===== config.mk =====
export PLATFORM = sky130hd
export DESIGN_NAME = rle_ctl
export DESIGN_NICKNAME = d
export VERILOG_FILES = /design/src/rtl/rle_ctl.sv
export SDC_FILE = /design/constraint.sdc
export NUM_CORES = 1
export LEC_CHECK = 0
export ABC_AREA = 0
export CORE_MARGIN = 3
export CORE_UTILIZATION = 50
export CTS_CLUSTER_SIZE = 20
export DETAILED_ROUTE_END_ITERATION = 10
export HOLD_SLACK_MARGIN = 0.1
export PLACE_DENSITY = 0.75
export SYNTH_ARGS = -nofsm -noshare
export SYNTH_HDL_FRONTEND = slang
export SYNTH_SLANG_ARGS = --single-unit

===== constraint.sdc =====
create_clock -name clk -period 9.8 [get_ports clk]
set_clock_uncertainty 0.1 [all_clocks]
set_input_delay 2.94 -clock clk [delete_from_list [all_inputs] [get_ports clk]]
set_output_delay 2.94 -clock clk [all_outputs]
set_load 0.02 [all_outputs]

===== src/rtl/rle_ctl.sv =====
`default_nettype none
// +----------------------------------------------------------------------------+
// | rle_ctl : capture controller for an RLE encoder. Latches the encoder       |
// |           config on arm, gates/counts upstream samples, sequences flush.   |
// | Revision: 1.0                                                              |
// +----------------------------------------------------------------------------+
module rle_ctl #(
  parameter int DW        = 32,
  parameter int KW        = DW / 8,
  parameter int CW        = 32,
  parameter int FLUSH_CYC = 4
) (
  input  logic          clk,
  input  logic          rst,
  input  logic          cfg_enable,
  input  logic [1:0]    cfg_mode,
  input  logic [KW-1:0] cfg_groups,
  input  logic [CW-1:0] cfg_limit,
  input  logic          cmd_arm,
  input  logic          cmd_abort,
  input  logic          sti_valid,
  output logic          sti_ready,
  output logic          enc_enable,
  output logic [1:0]    enc_mode,
  output logic [KW-1:0] enc_groups,
  output logic          enc_arm,
  output logic          enc_valid,
  output logic          enc_flush,
  output logic          busy,
  output logic          done,
  output logic [CW-1:0] smp_cnt
);

  typedef enum logic [2:0] {
    S_IDLE  = 3'd0,
    S_ARMED = 3'd1,
    S_RUN   = 3'd2,
    S_FLUSH = 3'd3,
    S_DONE  = 3'd4
  } state_e;

  state_e        state_q, state_d;
  logic          enable_q, enable_d;
  logic [1:0]    mode_q, mode_d;
  logic [KW-1:0] groups_q, groups_d;
  logic [CW-1:0] limit_q, limit_d;
  logic [CW-1:0] cnt_q, cnt_d;
  logic [CW-1:0] cnt_inc;
  logic [7:0]    fl_q, fl_d;
  logic          arm_q, arm_d;
  logic          ready_q, ready_d;
  logic          flush_q, flush_d;
  logic          busy_q, busy_d;
  logic          done_q, done_d;
  logic          accept;

  assign accept  = sti_valid & ready_q;
  assign cnt_inc = (cnt_q == {CW{1'b1}}) ? cnt_q : cnt_q + CW'(1);

  always_comb begin
    state_d  = state_q;
    enable_d = enable_q;
    mode_d   = mode_q;
    groups_d = groups_q;
    limit_d  = limit_q;
    cnt_d    = cnt_q;
    fl_d     = fl_q;

    case (state_q)
      S_IDLE, S_DONE: begin
        // abort beats arm when both arrive together
        if (cmd_arm && !cmd_abort) begin
          enable_d = cfg_enable;
          mode_d   = cfg_mode;
          groups_d = cfg_groups;
          limit_d  = cfg_limit;
          cnt_d    = '0;
          state_d  = S_ARMED;
        end
      end
      S_ARMED: state_d = cmd_abort ? S_IDLE : S_RUN;
      S_RUN: begin
        if (accept) cnt_d = cnt_inc;
        if (cmd_abort || (accept && (limit_q != '0) && (cnt_inc == limit_q))) begin
          state_d = S_FLUSH;
          fl_d    = '0;
        end
      end
      S_FLUSH: begin
        if (fl_q == 8'(FLUSH_CYC - 1)) state_d = S_DONE;
        else                           fl_d    = fl_q + 8'd1;
      end
      default: state_d = S_IDLE;
    endcase

    // status outputs are registered, decoded from the next state
    ready_d = (state_d == S_RUN);
    arm_d   = (state_d == S_ARMED);
    busy_d  = (state_d == S_ARMED) || (state_d == S_RUN) || (state_d == S_FLUSH);
    done_d  = (state_d == S_DONE);
    flush_d = (state_d == S_FLUSH) && (state_q != S_FLUSH) && enable_q;
  end

  always_ff @(posedge clk or negedge rst) begin
    if (!rst) begin
      state_q  <= S_IDLE;
      enable_q <= 1'b0;
      mode_q   <= '0;
      groups_q <= '0;
      limit_q  <= '0;
      cnt_q    <= '0;
      fl_q     <= '0;
      arm_q    <= 1'b0;
      ready_q  <= 1'b0;
      flush_q  <= 1'b0;
      busy_q   <= 1'b0;
      done_q   <= 1'b0;
    end else begin
      state_q  <= state_d;
      enable_q <= enable_d;
      mode_q   <= mode_d;
      groups_q <= groups_d;
      limit_q  <= limit_d;
      cnt_q    <= cnt_d;
      fl_q     <= fl_d;
      arm_q    <= arm_d;
      ready_q  <= ready_d;
      flush_q  <= flush_d;
      busy_q   <= busy_d;
      done_q   <= done_d;
    end
  end

  assign sti_ready  = ready_q;
  assign enc_valid  = accept;
  assign enc_enable = enable_q;
  assign enc_mode   = mode_q;
  assign enc_groups = groups_q;
  assign enc_arm    = arm_q;
  assign enc_flush  = flush_q;
  assign busy       = busy_q;
  assign done       = done_q;
  assign smp_cnt    = cnt_q;

endmodule
`default_nettype wire


After elaboration in Yosys (flattened, before gate mapping)
Index checks and enable logic that the tools add are counted.
W data, S select, Z words.
{"block": "word_totals", "register_bits": 87, "inputBits": 44, "out_inout_bits": 45, "wordCells": 60}
{"block": "op_classes", "addsub": 2, "eq_ne": 16, "muxes": 12, "bitwise": 1, "reduce_logical": 17}
{"operator": "$mux W32", "n": 3}
{"operator": "$pmux W32 S2", "n": 1}
{"operator": "$add A32 B1 Y32 const B", "n": 1}
{"operator": "$eq A32 B32 Y1", "n": 1}
{"operator": "$eq A32 B32 Y1 const B", "n": 1}
{"operator": "$reduce_bool A32 Y1", "n": 1}
{"operator": "$mux W8", "n": 2}
{"operator": "$pmux W8 S2", "n": 1}
{"operator": "$eq A3 B2 Y1 const B", "n": 4}
{"operator": "$pmux W3 S4", "n": 1}
{"operator": "$mux W3", "n": 3}
{"operator": "$add A8 B1 Y8 const B", "n": 1}
{"operator": "$eq A8 B2 Y1 const B", "n": 1}
{"operator": "$ne A2 B2 Y1 const B", "n": 4}
{"operator": "$eq A3 B1 Y1 const B", "n": 2}
{"operator": "$eq A3 B3 Y1 const B", "n": 2}
{"operator": "$reduce_and A3 Y1", "n": 2}
{"operator": "$logic_and A1 B1 Y1", "n": 5}
{"operator": "$reduce_bool A2 Y1", "n": 2}
{"operator": "$logic_not A3 Y1", "n": 1}
{"operator": "$logic_or A1 B1 Y1", "n": 3}
{"operator": "$ne A3 B2 Y1 const B", "n": 1}
{"operator": "$mux W2", "n": 1}
{"operator": "$reduce_and A2 Y1", "n": 1}
{"operator": "3 further kinds", "n": 3}

Longest topological paths before layout
{"block": "logic_depth", "word_depth": 10, "depth_mapped": 12, "mapped_depth_nobuf": 10}

Worst setup path after synthesis
OpenSTA, ideal clock, no wires.
{"block": "synth_path", "path_kind": "in2out", "start": "input sti_valid", "end": "output enc_valid", "t_arrival_ps": 3265, "required_time_ps": 6760, "setup_slack_ps": 3495, "cell_stages": 1, "path_buffers": 0, "path_cell_list": "and2_0"}
{"block": "synth_between", "elab_chain_cells": 1}
{"item": "start, declared", "line": "21", "text": "input logic sti_valid,"}
{"item": "$and A1 B1 Y1", "line": "57", "text": "assign accept = sti_valid & ready_q;"}
{"item": "end, declared", "line": "27", "text": "output logic enc_valid,"}
No other way between the ends.

Worst setup path after layout
Ends and elaborated chain as after synthesis.

==> metrics.txt <==
status finished, final reports clean; Critical path buffers and inverters 2; Worst path max stage delay 0.64 ns; top-level port count 89; DR vias 5,623; Power Density 219 nW/um^2; DRT Pass-1 Iters 5; most frequent CP cell clkdlybuf4s50_1; DP Area 6470 um^2; hold path cells 2; drt via density 6.38; Clock Path Buffers 2; fillers 932; CP required 6.76 ns; Clock Pin Slew Worst Setup and Hold Paths 0.08 ns; share of cells above drive strength 1 5.64%; CTS tree built; DR iter-0 viols 645; fin area 6710 um^2; Critical Path Sink Type primary output; Fin. Hold Viols 0; CP Launch Type input port; first-pass GRT wire length 29,000 um; die area 12,400 um^2; Die X 111 um; setup bufs post-CTS 0; asr flop ratio synth 100%; DIE HEIGHT 111 um; largest net degree at the start of global routing 57; Max Freq 137 MHz; CTS resizes 0; worst-path fanout max 4; # diodes 0; CTS HTree Levels 3; final period utilization 74.5%; Num CTS Buffers 9; Netlist Area Pre-Place 5550 um^2; clock latency on the worst-skew pair 0.38 ns; CTS Root Cell clkbuf_8; critical path's top delay family buffers and inverters; Final Power 1.47 mW; Post-Route WL 17,900 um; HP Class flip-flop to flip-flop; Post-CTS Hold Fix Bufs 0; grt total ovfl 0; Final Wtd Congestion 0.953; Avg Cell Area, Syn 8.23 um^2; Synth Flop Type dfrtp_1; EDFF count, synth 0; register area share after synthesis 39.2%; kind of critical path input port to primary output; vias in the first global route 5,390; drt drc 0; area of the core 10,600 um^2; initial antenna violation count 0; Post-DRT Antenna Nets 0; Cell Rows 37; DP HPWL 13,300 um; Max Cap Viol 0; setup_tns 0 ns; syn nets 721; fin crit period 7.30 ns; final setup violation count 0; final net count 786; Cell Chain, Critical Path clkdlybuf4s50_1 > and2_0 > clkdlybuf4s50_1; Reg2Reg Depth 10; Peak VDD IR 145 uV; Mapped Cells 675; crit path DAT 4.26 ns; Initial Util 52.6%; clk sinks 87; CP max stage cell clkdlybuf4s50_1; RSZ-0062 raised after global routing false; All-Layer GR Usage 29.0%; Lkg Pwr 2.68 nW; Synth cell types 71; final slew viol count 0; Layout area overhead 20.7%; #FFs+latches synth 87; Worst-Margin Slew 1.14 ns; routed len/inst 20.3 um; PortBufs 88; relative slew slack 23.6%; Levels on crit path 3; synth warn 0
## final cells by class
type / instances / area, um^2 / share of cell area (%)
multi-input combinational: 539 / 3180 / 47.4
sequential: 87 / 2180 / 32.5
timing repair buffer: 92 / 908 / 13.5
tap: 136 / 170 / 2.54
clock buffer: 12 / 155 / 2.31
clock inverter: 4 / 77.6 / 1.16
inverter: 11 / 41.3 / 0.616
## cell usage after synthesis (4+ instances only)
cell	n	area [um^2]
nand4_1	27	169
dfrtp_1	87	2180
o21a_1	6	45.0
o21ai_0	31	155
clkbuf_1	24	90.1
and3_1	12	75.1
inv_1	10	37.5
nand2_1	152	571
a31oi_1	9	56.3
or4_1	6	45.0
buf_2	11	55.1
nand2b_1	4	25.0
nor2_1	50	188
a21oi_1	34	170
xor2_1	10	87.6
a311oi_1	12	105
a211o_1	6	52.6
o2111ai_1	6	52.6
or3_1	8	50.1
a22oi_1	4	30.0
nor3_1	14	70.1
xnor2_1	25	219
a211oi_1	7	52.6
and4_1	9	78.8
nor4_1	19	119
nand3_1	21	105
## cell usage in the layout, fill, tap and decap left out, drive strengths merged, types with 11 or more instances in the layout
cell type	netlist	routed
nand2	152	152
dfrtp	87	87
clkdlybuf4s50	0	87
nor2	50	50
a21oi	34	34
o21ai	31	31
nand4	29	29
xnor2	25	25
nand3	22	22
nor4	20	20
nor3	15	15
and3	12	12
a311oi	12	12
clkbuf	25	12
inv	11	11
## worst paths after layout
check | start | end | slack (ns)
worst max-delay path | sti_valid | enc_valid | 2.50
worst min-delay path | enc_groups[0] | enc_groups[0] | 0.38
worst max register to register | smp_cnt[1] | fl_q[3] | 5.41
worst min register to register | enc_groups[0] | enc_groups[0] | 0.38
max in group asynchronous | rst | limit_q[20] | 6.16
min in group asynchronous | rst | smp_cnt[0] | 2.39
## flip-flops by register name (all words and copies together), names as in the netlist
register    flops
busy            1
done            1
enc_arm         1
enc_enable      1
enc_flush       1
enc_groups      4
enc_mode        2
fl_q            8
limit_q        32
smp_cnt        32
state_q         3
sti_ready       1
## metrics by stage
stage / utilization (%) / std cells / worst slack (ns) / hold slack, ns
floorplan: - / 675 / 3.49 / 0.388
global route: 63.5 / 881 / 2.44 / 0.434
finish: 63.5 / 881 / 2.50 / 0.382
global placement: 61.3 / 865 / 2.51 / 0.357
detailed placement: 61.3 / 865 / 2.49 / 0.364
CTS: 63.5 / 881 / 2.48 / 0.386
## metal layers
metal	vias to the layer above	part of all wire [%]	global-route usage, %
li1	2610	-	-
met1	2688	43	41.0
met2	283	45	44.4
met3	42	8.8	4.89
met4	0	3.2	11.8
met5	-	0	0
## cells by family (layout without fill, tap and decap cells)
kind of cell	Yosys count	in the layout	synth area share, %
AO/OA/AOI/OAI	151	151	19.1
multiplexers	5	5	0.969
flip-flops	87	87	39.2
XOR/XNOR	36	36	5.92
adder cells (fa/ha/maj)	2	2	0.450
buffers and inverters	49	119	3.78
AND/OR/NAND/NOR	345	345	30.6
## power breakdown
group          leakage (nW)  switching (mW)  total, mW  internal, mW
Clock                 0.117           0.136      0.295         0.159
Combinational          1.43           0.307      0.550         0.242
Sequential             1.13           0.163      0.621         0.458
## worst reg2reg max path: cells and delay by family, from the launching register on
kind	cells	cell delay [ns]
AND/OR/NAND/NOR	7	2.66
flip-flops	1	0.59
AO/OA/AOI/OAI	2	0.56
adder cells (fa/ha/maj)	1	0.35
(Power assumes the default switching activity.)
